File: config.mk
export PLATFORM = sky130hd
export DESIGN_NAME = apb_master_bridge_flat
export DESIGN_NICKNAME = d
export VERILOG_FILES = /design/src/rtl/apb_pkg.sv /design/src/rtl/apb_master_bridge_if.sv /design/src/rtl/apb_wdog_counter.sv /design/src/rtl/apb_master_bridge.sv /design/src/flat_wrapper.sv
export SDC_FILE = /design/constraint.sdc
export NUM_CORES = 1
export LEC_CHECK = 0
export ABC_AREA = 1
export CORE_MARGIN = 1.5
export CORE_UTILIZATION = 45
export CTS_CLUSTER_DIAMETER = 120
export DETAILED_ROUTE_END_ITERATION = 8
export HOLD_SLACK_MARGIN = 0.1
export PLACE_DENSITY = 0.92
export SYNTH_ARGS = -nofsm -noshare
export SYNTH_HDL_FRONTEND = slang
export SYNTH_SLANG_ARGS = --single-unit
File: constraint.sdc
create_clock -name PCLK -period 3.8 [get_ports PCLK]
set_input_delay 0.76 -clock PCLK [delete_from_list [all_inputs] [get_ports PCLK]]
set_output_delay 0.76 -clock PCLK [all_outputs]
set_load 0.005 [all_outputs]
File: src/rtl/apb_pkg.sv
// Shared types and defaults for the APB master bridge.
package apb_pkg;

  localparam int unsigned APB_ADDR_W  = 7;
  localparam int unsigned APB_DATA_W  = 8;
  localparam int unsigned APB_TIMEOUT = 16;

  typedef enum logic [1:0] {
    IDLE   = 2'd0,
    SETUP  = 2'd1,
    ACCESS = 2'd2
  } apb_state_t;

  // One-cycle response returned to the command side.
  typedef struct packed {
    logic [APB_DATA_W-1:0] rdata;
    logic                  err;
    logic                  timeout;
  } apb_rsp_t;

  // Watchdog counter width; a disabled watchdog still gets a 1-bit counter.
  function automatic int unsigned wdog_cnt_w(input int unsigned timeout);
    return (timeout == 32'd0) ? 32'd1 : $clog2(timeout + 32'd1);
  endfunction

endpackage

File: src/rtl/apb_master_bridge_if.sv
// Command/response and APB bus signals of the bridge.
interface apb_master_bridge_if #(
  parameter int unsigned ADDR_W = 7,
  parameter int unsigned DATA_W = 8
);
  logic              cmd_valid;
  logic              cmd_ready;
  logic              cmd_write;
  logic [ADDR_W-1:0] cmd_addr;
  logic [DATA_W-1:0] cmd_wdata;
  logic              rsp_valid;
  logic [DATA_W-1:0] rsp_rdata;
  logic              rsp_err;
  logic              rsp_timeout;
  logic              PSELx;
  logic              PENABLE;
  logic              PWRITE;
  logic [ADDR_W-1:0] PADDR;
  logic [DATA_W-1:0] PWDATA;
  logic [DATA_W-1:0] PRDATA;
  logic              PREADY;
  logic              PSLVERR;

  // Bridge view: drives cmd_ready, responses and the APB request side.
  modport master (
    input  cmd_valid, cmd_write, cmd_addr, cmd_wdata, PRDATA, PREADY, PSLVERR,
    output cmd_ready, rsp_valid, rsp_rdata, rsp_err, rsp_timeout,
           PSELx, PENABLE, PWRITE, PADDR, PWDATA
  );

  // Environment view: command source, response sink and APB completer.
  modport slave (
    output cmd_valid, cmd_write, cmd_addr, cmd_wdata, PRDATA, PREADY, PSLVERR,
    input  cmd_ready, rsp_valid, rsp_rdata, rsp_err, rsp_timeout,
           PSELx, PENABLE, PWRITE, PADDR, PWDATA
  );
endinterface

File: src/rtl/apb_wdog_counter.sv
// Saturating watchdog counting consecutive wait cycles of one APB access.
module apb_wdog_counter
  import apb_pkg::*;
#(
  parameter int unsigned TIMEOUT = 16
) (
  input  logic clk,
  input  logic rst_n,
  input  logic clear,
  input  logic enable,
  output logic expired
);

  localparam int unsigned      CNT_W    = wdog_cnt_w(TIMEOUT);
  localparam logic [CNT_W-1:0] CNT_MAX  = CNT_W'(TIMEOUT);
  localparam logic [CNT_W-1:0] CNT_LAST = (TIMEOUT == 32'd0) ? '0 : CNT_W'(TIMEOUT - 32'd1);

  logic [CNT_W-1:0] count_q;
  logic [CNT_W-1:0] count_d;

  // Next count: clear wins, otherwise count up and hold at TIMEOUT.
  always_comb begin
    count_d = count_q;
    if (clear) begin
      count_d = '0;
    end else if (enable && (count_q < CNT_MAX)) begin
      count_d = count_q + CNT_W'(1);
    end else begin
      count_d = count_q;
    end
  end

  // Counter register.
  always_ff @(posedge clk or negedge rst_n) begin
    if (!rst_n) begin
      count_q <= '0;
    end else begin
      count_q <= count_d;
    end
  end

  // Asserted when the current wait cycle makes the count reach TIMEOUT.
  assign expired = (TIMEOUT != 32'd0) && enable && (count_q == CNT_LAST);

endmodule

File: src/rtl/apb_master_bridge.sv
// APB initiator: one command per handshake, SETUP->ACCESS transfer,
// one-cycle response, watchdog abort when PREADY never arrives.
module apb_master_bridge
  import apb_pkg::*;
#(
  parameter int unsigned ADDR_W  = APB_ADDR_W,
  parameter int unsigned DATA_W  = APB_DATA_W,
  parameter int unsigned TIMEOUT = APB_TIMEOUT
) (
  input logic               PCLK,
  input logic               PRESETn,
  apb_master_bridge_if.master bus
);

  apb_state_t        state_q, state_d;
  logic              psel_q, psel_d;
  logic              penable_q, penable_d;
  logic              pwrite_q, pwrite_d;
  logic [ADDR_W-1:0] paddr_q, paddr_d;
  logic [DATA_W-1:0] pwdata_q, pwdata_d;
  logic              rsp_valid_q, rsp_valid_d;
  apb_rsp_t          rsp_q, rsp_d;
  logic              take_cmd_s;
  logic              cmd_ready_s;
  logic              wdog_en_s;
  logic              wdog_expired_s;

  // Only wait cycles of an access advance the watchdog.
  assign wdog_en_s = (state_q == ACCESS) && !bus.PREADY;

  apb_wdog_counter #(.TIMEOUT(TIMEOUT)) u_wdog (
    .clk     (PCLK),
    .rst_n   (PRESETn),
    .clear   (take_cmd_s),
    .enable  (wdog_en_s),
    .expired (wdog_expired_s)
  );

  // Next state, command capture and response generation.
  always_comb begin
    state_d     = state_q;
    pwrite_d    = pwrite_q;
    paddr_d     = paddr_q;
    pwdata_d    = pwdata_q;
    rsp_valid_d = 1'b0;
    rsp_d       = '0;
    take_cmd_s  = 1'b0;
    cmd_ready_s = 1'b0;
    case (state_q)
      IDLE: begin
        cmd_ready_s = 1'b1;
        if (bus.cmd_valid) begin
          take_cmd_s = 1'b1;
          state_d    = SETUP;
        end else begin
          state_d = IDLE;
        end
      end
      SETUP: begin
        state_d = ACCESS;
      end
      ACCESS: begin
        // PREADY is checked first so it beats a terminal watchdog count.
        if (bus.PREADY) begin
          cmd_ready_s = 1'b1;
          rsp_valid_d = 1'b1;
          rsp_d.err   = bus.PSLVERR;
          rsp_d.rdata = pwrite_q ? '0 : bus.PRDATA;
          if (bus.cmd_valid) begin
            take_cmd_s = 1'b1;
            state_d    = SETUP;
          end else begin
            state_d = IDLE;
          end
        end else if (wdog_expired_s) begin
          rsp_valid_d   = 1'b1;
          rsp_d.err     = 1'b1;
          rsp_d.timeout = 1'b1;
          state_d       = IDLE;
        end else begin
          state_d = ACCESS;
        end
      end
      default: begin
        state_d = IDLE;
      end
    endcase
    if (take_cmd_s) begin
      pwrite_d = bus.cmd_write;
      paddr_d  = bus.cmd_addr;
      pwdata_d = bus.cmd_write ? bus.cmd_wdata : '0;
    end else begin
      pwrite_d = pwrite_q;
      paddr_d  = paddr_q;
      pwdata_d = pwdata_q;
    end
    psel_d    = (state_d != IDLE);
    penable_d = (state_d == ACCESS);
  end

  // State, APB request and response registers.
  always_ff @(posedge PCLK or negedge PRESETn) begin
    if (!PRESETn) begin
      state_q     <= IDLE;
      psel_q      <= 1'b0;
      penable_q   <= 1'b0;
      pwrite_q    <= 1'b0;
      paddr_q     <= '0;
      pwdata_q    <= '0;
      rsp_valid_q <= 1'b0;
      rsp_q       <= '0;
    end else begin
      state_q     <= state_d;
      psel_q      <= psel_d;
      penable_q   <= penable_d;
      pwrite_q    <= pwrite_d;
      paddr_q     <= paddr_d;
      pwdata_q    <= pwdata_d;
      rsp_valid_q <= rsp_valid_d;
      rsp_q       <= rsp_d;
    end
  end

  assign bus.cmd_ready   = cmd_ready_s;
  assign bus.PSELx       = psel_q;
  assign bus.PENABLE     = penable_q;
  assign bus.PWRITE      = pwrite_q;
  assign bus.PADDR       = paddr_q;
  assign bus.PWDATA      = pwdata_q;
  assign bus.rsp_valid   = rsp_valid_q;
  assign bus.rsp_rdata   = rsp_q.rdata;
  assign bus.rsp_err     = rsp_q.err;
  assign bus.rsp_timeout = rsp_q.timeout;

endmodule

File: src/flat_wrapper.sv
// flat-port wrapper written by rule: the top's interface ports become plain ports
module apb_master_bridge_flat import apb_pkg::*;
#(
  parameter int unsigned ADDR_W  = APB_ADDR_W,
  parameter int unsigned DATA_W  = APB_DATA_W,
  parameter int unsigned TIMEOUT = APB_TIMEOUT
)
  (PCLK, PRESETn, bus_cmd_valid, bus_cmd_write, bus_cmd_addr, bus_cmd_wdata, bus_PRDATA, bus_PREADY, bus_PSLVERR, bus_cmd_ready, bus_rsp_valid, bus_rsp_rdata, bus_rsp_err, bus_rsp_timeout, bus_PSELx, bus_PENABLE, bus_PWRITE, bus_PADDR, bus_PWDATA);
  apb_master_bridge_if #(.ADDR_W(ADDR_W), .DATA_W(DATA_W)) bus_i ();
  input logic PCLK;
  input logic PRESETn;
  input wire logic [$bits(bus_i.cmd_valid)-1:0] bus_cmd_valid;
  input wire logic [$bits(bus_i.cmd_write)-1:0] bus_cmd_write;
  input wire logic [$bits(bus_i.cmd_addr)-1:0] bus_cmd_addr;
  input wire logic [$bits(bus_i.cmd_wdata)-1:0] bus_cmd_wdata;
  input wire logic [$bits(bus_i.PRDATA)-1:0] bus_PRDATA;
  input wire logic [$bits(bus_i.PREADY)-1:0] bus_PREADY;
  input wire logic [$bits(bus_i.PSLVERR)-1:0] bus_PSLVERR;
  output wire logic [$bits(bus_i.cmd_ready)-1:0] bus_cmd_ready;
  output wire logic [$bits(bus_i.rsp_valid)-1:0] bus_rsp_valid;
  output wire logic [$bits(bus_i.rsp_rdata)-1:0] bus_rsp_rdata;
  output wire logic [$bits(bus_i.rsp_err)-1:0] bus_rsp_err;
  output wire logic [$bits(bus_i.rsp_timeout)-1:0] bus_rsp_timeout;
  output wire logic [$bits(bus_i.PSELx)-1:0] bus_PSELx;
  output wire logic [$bits(bus_i.PENABLE)-1:0] bus_PENABLE;
  output wire logic [$bits(bus_i.PWRITE)-1:0] bus_PWRITE;
  output wire logic [$bits(bus_i.PADDR)-1:0] bus_PADDR;
  output wire logic [$bits(bus_i.PWDATA)-1:0] bus_PWDATA;
  assign bus_i.cmd_valid = bus_cmd_valid;
  assign bus_i.cmd_write = bus_cmd_write;
  assign bus_i.cmd_addr = bus_cmd_addr;
  assign bus_i.cmd_wdata = bus_cmd_wdata;
  assign bus_i.PRDATA = bus_PRDATA;
  assign bus_i.PREADY = bus_PREADY;
  assign bus_i.PSLVERR = bus_PSLVERR;
  assign bus_cmd_ready = bus_i.cmd_ready;
  assign bus_rsp_valid = bus_i.rsp_valid;
  assign bus_rsp_rdata = bus_i.rsp_rdata;
  assign bus_rsp_err = bus_i.rsp_err;
  assign bus_rsp_timeout = bus_i.rsp_timeout;
  assign bus_PSELx = bus_i.PSELx;
  assign bus_PENABLE = bus_i.PENABLE;
  assign bus_PWRITE = bus_i.PWRITE;
  assign bus_PADDR = bus_i.PADDR;
  assign bus_PWDATA = bus_i.PWDATA;
  apb_master_bridge #(.ADDR_W(ADDR_W), .DATA_W(DATA_W), .TIMEOUT(TIMEOUT)) u_core (.PCLK(PCLK), .PRESETn(PRESETn), .bus(bus_i));
endmodule
-- Word-level counts from Yosys, hierarchy flattened
Cells that the tools add are included.
- output and inout bits: 30
- RAM bits: 0
- memories: 0
- flip-flop bits (word level): 36
- input port bits: 29
- bits in latches: 0
- word-level logic and storage cells: 45
- bits in read-only memories: 0
- eq/ne operators: 4
- order comparisons: 1
- shift operators: 0
- multipliers: 0
- multiplexer cells: 21
- add/sub/neg operators: 1
- reduce and logical (&&, ||, !) cells: 7
- div/mod/pow operators: 0
- bitwise gates (word level): 0
- operators with widths (cell ; count):
    2-to-1 mux 8 bit ; 3
    2-to-1 mux 10 bit ; 1
    2-to-1 mux 5 bit ; 2
    2-to-1 mux 1 bit ; 9
    2-to-1 mux 2 bit ; 3
    case mux 2 bit (3 select lines) ; 1
    adder 5 x 1 -> 5 bit (second input constant) ; 1
    == test 5 x 4 -> 1 bit (second input constant) ; 1
    less-than comparator 5 bit (second input constant) ; 1
    == test 2 bit (second input constant) ; 2
    case mux 1 bit (2 select lines) ; 2
    nonzero test 2 bit ; 2
    logical AND 1 bit ; 3
    == test 2 x 1 -> 1 bit (second input constant) ; 1
    logical NOT 2 bit ; 1
    logical NOT 1 bit ; 1

-- Longest topological paths before layout
Gate-level depths: netlist of the first run.
- word-level depth: 7
- gate-level depth with buffers: 7
- depth with buffers taken out: 7

-- Modules after synthesis
From an unflattened synthesis of the first run, not the netlist that was laid out.
- cells, all modules: 178
- area, all modules: 1529.0 um2
- by module, submodules not included (module ; area each (um2) ; cells an instance ; instances ; sequential area each (um2)):
    apb_master_bridge ; 1255.0 ; 141 ; 1 ; 775.7
    apb_wdog_counter ; 274.0 ; 37 ; 1 ; 125.1

-- Worst setup path after synthesis of the first run
OpenSTA, ideal clock, no wires.
- path type: input -> output
- from: input bus_PREADY
- to: output bus_cmd_ready
- data required time: 3.040 ns
- path buffers: 0
- arrival time: 0.939 ns
- setup slack: 2.101 ns
- stages: 2
- cell sequence: inv_2 a21oi_1
- word-level cells in the longest chain between the ends: 2
- ends and longest elaborated chain (what ; line ; text):
    from (decl) ; flat_wrapper.sv:17 ; input wire logic [$bits(bus_i.PREADY)-1:0] bus_PREADY;
    2-to-1 mux 1 bit ; apb_master_bridge.sv:64 ; if (bus.PREADY) begin
    case mux 1 bit (2 select lines) ; apb_master_bridge.sv:49 ; case (state_q)
    to (decl) ; flat_wrapper.sv:19 ; output wire logic [$bits(bus_i.cmd_ready)-1:0] bus_cmd_ready;
No other way between the ends.

-- Worst setup path after layout of the first run
Same ends and word-level chain as after synthesis.

==> results of run 1 <==
## logic make-up (layout without fill, tap and decap cells)
group / after synthesis / count (layout) / share of synthesized area (%)
xor+xnor: 1 / 1 / 0.6141
simple gates: 85 / 85 / 25.26
buf+inv: 20 / 85 / 6.052
flops: 36 / 36 / 63.16
compound gates: 8 / 8 / 3.158
fa+ha+maj: 2 / 2 / 1.754
## cell usage after synthesis, drive strengths merged
cell,n,share of area [%]
a21oi,3,1.1
nor2,13,4.1
nand4,1,0.44
inv,18,4.7
buf,2,1.3
nand3,11,4.7
o21ai,3,1.1
dfrtp,36,63
o21a,1,0.53
o211ai,1,0.53
ha,2,1.8
xor2,1,0.61
nand2,60,16
## routing by layer
layer / wire length (um) / part of all wire (%) / vias up
met5: 0 / 0 / -
li1: - / - / 594
met3: 235 / 8.0 / 6
met2: 1455 / 50 / 50
met4: 62 / 2.1 / 0
met1: 1168 / 40 / 538
## power by group through the flow
| stage | Sequential (uW) | Clock [uW] | Combinational (uW) |
|---|---|---|---|
| CTS | 474 | 272 | 236 |
| finish | 473 | 264 | 232 |
| global placement | 479 | 0 | 228 |
| detailed placement | 479 | 0 | 235 |
| floorplan | 482 | 0 | 80.3 |
| global route | 482 | 287 | 259 |
## registers in the layout, indices dropped and copies added (netlist names), 2 cells and up
name,count
u_core.bus.PWDATA,8
u_core.bus.rsp_rdata,8
u_core.bus.PADDR,7
u_core.u_wdog.count_q,5
u_core.state_q,2
## final timing paths
kind / start / cells after the start / end / slack (ns)
max: bus_PREADY / 4 / bus_cmd_ready / 1.02
min: u_core.bus.PWDATA[3] / 2 / u_core.bus.PWDATA[3] / 0.49
max reg2reg: u_core.u_wdog.count_q[0] / 7 / u_core.bus.rsp_err / 2.41
min reg2reg: u_core.bus.PWDATA[3] / 2 / u_core.bus.PWDATA[3] / 0.49
max in group asynchronous: PRESETn / 2 / u_core.bus.rsp_err / 2.66
min in group asynchronous: PRESETn / 2 / u_core.bus.rsp_rdata[0] / 0.82
## critical path, stage by stage
cell and delay [ns]:
clkdlybuf4s50_1 0.51, inv_2 0.08, a21oi_1 0.14, clkdlybuf4s50_1 0.52
## cells in the final DEF, fill, tap and decap left out
cell type        synthesis  layout
nand2_1                 59      59
clkdlybuf4s50_1          0      58
dfrtp_1                 36      36
inv_1                   15      15
nor2_1                  11      11
nand3_1                 10      10
clkbuf_4                 0       5
inv_2                    3       3
o21ai_0                  3       3
a21oi_1                  3       3
ha_1                     2       2
nand2_2                  1       1
nand3_4                  1       1
nor2_2                   1       1
o21a_1                   1       1
o211ai_1                 1       1
nor2_4                   1       1
nand4_1                  1       1
xor2_1                   1       1
clkinv_2                 0       1
bufinv_16                0       1
clkinvlp_4               0       1
buf_4                    1       1
## per-stage QoR
step | cells | hold slack (ns)
final | 261 | 0.4889
after global routing | 261 | 0.5204
after global placement | 253 | 0.4613
after floorplan | 152 | 0.4644
after CTS | 261 | 0.4932
after detailed placement | 253 | 0.4651
## area by class of cell
type | instances | area, sq um
Sequential cell | 36 | 900.9
Fill cell | 235 | 897.1
Timing Repair Buffer | 59 | 588.1
Multi-Input combinational cell | 96 | 439.2
Inverter | 18 | 67.56
Tap cell | 44 | 55.05
Clock inverter | 3 | 42.54
Clock buffer | 5 | 37.54
==> results_dict.tcl, run 1 <==
set metrics [dict create \
    ioPinCount 59 \
    initial_core_util_pct 47.11 \
    finalInstanceArea_sq_mm 0.002131 \
    remaining_drc_errors 0 \
    timing_max_transition_violations_final 0 \
    clkSlewWorstSetupHoldPaths_ns 0.11 \
    vdd.ir_drop.worst_mv 0.2754 \
    gr-usage-all-layers_pct 19.89 \
    max_cap_viol_count 0 \
    power_frac_seq_pct 48.8 \
    worst_clock_skew_ns 0.006745 \
    vias 1188 \
    worst_path_fanout_max 6 \
    antenna_cells 0 \
    die_area_sq_mm 0.003516 \
    pin_count_of_the_biggest_net_entering_global_routing 37 \
    power.share.clock_pct 27.2 \
    final-setup-viol-count 0 \
    synth.cell_area_sq_mm 0.001426 \
    cts_setup_buffers 0 \
    worst_setup_path_end_kind "output port" \
    grt_setup_unrepaired "no" \
    cts-root-buf "clkbuf_4" \
    utilization_pct 70.37 \
    numnets_final 247 \
    globalRouteOverflowTotal 0 \
    drt_iter0_markers 42 \
    synth_cell_types 19 \
    portBuffers 58 \
    cts_resized 0 \
    maxSlewHeadroom_pct 70.86 \
    power.static_leakage_uw 0.001074 \
    clock_path_buffers 2 \
    required_time_at_the_worst_slack_endpoint_ns 3.04 \
    die-width_um 59.30 \
    setup.worst_path.class "in -> out" \
    antenna_violating_nets_post_route 0 \
    h-tree-depth 2 \
    place_congestion 0.7657 \
    post_cts_hold_buffer_count 0 \
    post-layout-total-power_uw 969.7 \
    antenna_violations_before_repair 0 \
    core_region_area_sq_mm 0.003028 \
    number_of_standard_cell_rows_in_the_floorplan 20 \
    period_minus_slack_ns 2.778 \
    route.detailed.wl_per_inst_um 11.19 \
    status "complete, no violations" \
    cp-start-kind "input port" \
    finalWirelength_mm 2.921 \
    post-dp-hpwl_mm 2.111 \
    tritoncts "yes" \
    cell_internal_pwr_uw 712.6 \
    die_h_um 59.30 \
    cts_made_buffers 5 \
    worst_ep_arrival_ns 2.02 \
    post_dp_cell_area_sq_mm 0.002051 \
    fmax_mhz 360.0 \
    clock_latency_late_sink_ns 0.34 \
    avgViaCountPerCell 4.552 \
    post_route_cells_drive_above_1_share_pct 7.373 \
    comb_pwr_share_pct 24.0 \
    use_met2_pct 34.38 \
    dpl_worst_slack_ns 1.022 \
    hold_class "reg -> reg" \
    net_switching_share_of_the_total_power_pct 26.51 \
    first_pass_iters 4 \
    flop_and_latch_count_out_of_synthesis 36 \
    syn_to_final_growth_pct 49.39 \
    synth_area_per_cell_sq_um 9.384 \
    numClockSinks 36 \
    tightest_slew_ns 0.4371 \
    seq_area_frac_synth_pct 63.16 \
    synthesis.nets 183 \
    vias_in_the_first_global_route 1163 \
    global_route.peak_usage_layer "met2" \
    timing_hold_violations_final 0 \
    postLayoutSetupSlackWorst_ns 1.022 \
    syn-instance-count 152 \
    tns_ns 0 \
    post-route-period-util_pct 73.11 \
    use_met3_pct 6.769 \
    powerDensity_mw_per_mm2 455.1 \
    wire_length_of_the_first_global_routing_pass_mm 5.002 \
    globalRouteMet1Util_pct 21.56 \
    synthesis.yosys.warnings 0 \
    power.net_switching_uw 257.1 \
]
Power figures use the tool's default switching activity.
==> run 2: changes to the inputs <==
--- a/config.mk
+++ b/config.mk
@@ -7,11 +7,11 @@
 export LEC_CHECK = 0
 export ABC_AREA = 1
 export CORE_MARGIN = 1.5
-export CORE_UTILIZATION = 45
+export CORE_UTILIZATION = 38
 export CTS_CLUSTER_DIAMETER = 120
 export DETAILED_ROUTE_END_ITERATION = 8
 export HOLD_SLACK_MARGIN = 0.1
-export PLACE_DENSITY = 0.92
+export PLACE_DENSITY = 0.83
 export SYNTH_ARGS = -nofsm -noshare
 export SYNTH_HDL_FRONTEND = slang
 export SYNTH_SLANG_ARGS = --single-unit
==> constraint.sdc (replaced) <==
create_clock -name PCLK -period 2.2 [get_ports PCLK]
set_input_delay 0.44 -clock PCLK [delete_from_list [all_inputs] [get_ports PCLK]]
set_output_delay 0.44 -clock PCLK [all_outputs]
set_load 0.005 [all_outputs]
==> run 2 against run 1 <==
Against the previous run: critical path type unchanged; sequential power is 73% higher; highest routed layer unchanged; register-to-register slack got worse by 1.6 ns; clock skew decreased by 0.0030 ns; global-route usage fell by 4.5 points; sequential share of layout area decreased by 0.30 points; cell count increased by 1.9%; clock power rose by 71%; largest cell class unchanged; count of clock-buffer cells in the layout did not move.
==> results_dict.tcl, run 2 (synthesis gave the netlist of run 1 again) <==
set metrics [dict create \
    globalRouteOverflowTotal 0 \
    grt_setup_unrepaired "no" \
    critPathBufInv 3 \
    worst_path_fanout_max 2 \
    place_congestion 0.7522 \
    maxSlewHeadroom_pct 49.82 \
    number_of_standard_cell_rows_in_the_floorplan 22 \
    nFillCells 316 \
    post-route-period-util_pct 94.65 \
    multi_input_area_sq_um 439.2 \
    worst_path_most_repeated_cell "clkdlybuf4s50_1" \
    timing_max_transition_violations_final 0 \
    cts-root-buf "clkbuf_8" \
    cp-start-kind "input port" \
    status "complete, no violations" \
    final-setup-viol-count 0 \
    powerDensity_mw_per_mm2 778.6 \
    gr-usage-all-layers_pct 15.43 \
    h-tree-depth 2 \
    wire_length_of_the_first_global_routing_pass_mm 4.802 \
    layout.cells.most_common "nand2_1" \
    vias 1158 \
    post-layout-total-power_uw 1671 \
    net_switching_share_of_the_total_power_pct 27.15 \
    hold_class "in -> async" \
    power_frac_seq_pct 49.0 \
    tns_ns 0 \
    numClockSinks 36 \
    pin_count_of_the_biggest_net_entering_global_routing 37 \
    post-place-cells 258 \
    avgViaCountPerCell 4.353 \
    post-dp-hpwl_mm 2.033 \
    post_dp_cell_area_sq_mm 0.002058 \
    timing_hold_violations_final 0 \
    worst_clock_skew_ns 0.003771 \
    mostFrequentLayoutCells "59 x nand2_1, 57 x clkdlybuf4s50_1, 36 x dfrtp_1" \
    cts_setup_buffers 0 \
    period_minus_slack_ns 2.082 \
    required_time_at_the_worst_slack_endpoint_ns 1.76 \
    power.share.clock_pct 27.0 \
    worst_setup_path_end_kind "output port" \
    die_area_sq_mm 0.004130 \
    core_region_area_sq_mm 0.003633 \
    tritoncts "yes" \
    power.net_switching_uw 453.6 \
    comb_pwr_share_pct 23.9 \
    crit_path_cell_trace "clkdlybuf4s50_1 -> inv_2 -> a21oi_1 -> clkdlybuf4s50_1" \
    power.static_leakage_uw 0.001085 \
    vdd.ir_drop.worst_mv 0.4928 \
    clkSlewWorstSetupHoldPaths_ns 0.07 \
    slowest_stage "clkdlybuf4s50_1" \
    portBuffers 58 \
    post_cts_hold_buffer_count 0 \
    first_pass_iters 4 \
    syn_to_final_growth_pct 50.44 \
    finalInstanceArea_sq_mm 0.002146 \
    antenna_violating_nets_post_route 0 \
    finalWirelength_mm 2.818 \
    post_route_cells_drive_above_1_share_pct 8.257 \
    tightest_slew_ns 0.7527 \
    initial_core_util_pct 39.26 \
    fin_hold_ws_ns 0.2169 \
    worst_path_largest_cell_delay_ns 0.52 \
    vias_in_the_first_global_route 1145 \
    fmax_mhz 480.2 \
    ioPinCount 59 \
    clock_path_buffers 2 \
    cts_resized 0 \
    seq_area_sq_um 900.9 \
    numnets_final 248 \
    cpLargestDelayFamily "buffers and inverters" \
    setup.worst_path.class "in -> out" \
    route.detailed.wl_per_inst_um 10.59 \
    worst_ep_arrival_ns 1.64 \
    die_h_um 64.27 \
    max_cap_viol_count 0 \
    cts_made_buffers 5 \
    clock_latency_late_sink_ns 0.28 \
    antenna_cells 0 \
    drt_iter0_markers 42 \
    antenna_violations_before_repair 0 \
    die-width_um 64.27 \
    stdcell_count 266 \
    remaining_drc_errors 0 \
    cell_internal_pwr_uw 1217 \
]
==> run 2: final cells by class <==
| class | count | area share (%) |
|---|---|---|
| clock buffers | 5 | 3.207 |
| multi-input cells | 96 | 20.47 |
| clock inverters | 3 | 0.8746 |
| inverters | 18 | 3.149 |
| repair buffers | 60 | 27.52 |
| well taps | 48 | 2.799 |
| flip-flops and latches | 36 | 41.98 |
==> run 2: power groups by stage <==
stage	registers, uW	logic (uW)	clock network (uW)
after detailed placement	831	406	0
after global routing	830	444	504
after floorplan	833	139	0
final	819	400	452
after CTS	820	408	465
after global placement	830	398	0
==> run 2: per-layer routing <==
metal / vias to the layer above / part of all wire [%] / GRT usage [%]
met1: 509 / 43 / 17.27
met4: 0 / 2.5 / 8.777
met3: 6 / 7.7 / 6.514
met2: 46 / 47 / 24.61
met5: - / 0 / 0
li1: 597 / - / -
==> run 2: worst paths after layout <==
path	start	end	slack (ns)	cells past startpoint
hold reg to reg	u_core.bus.PWDATA[7]	u_core.bus.PWDATA[7]	0.48	2
hold / removal	PRESETn	u_core.bus.rsp_rdata[6]	0.22	1
setup / recovery	bus_PREADY	bus_cmd_ready	0.12	4
max in group asynchronous	PRESETn	u_core.u_wdog.count_q[2]	1.51	1
setup reg to reg	u_core.u_wdog.count_q[0]	u_core.bus.rsp_err	0.78	7
min in group PCLK	u_core.bus.PWDATA[7]	u_core.bus.PWDATA[7]	0.48	2
==> run 2: per-stage QoR <==
stage	utilization, %	worst slack, ns
detailed placement	56.65	0.1168
finish	59.06	0.1177
global route	59.06	0.07510
global placement	56.65	0.1590
CTS	59.06	0.1075
floorplan	-	0.9600
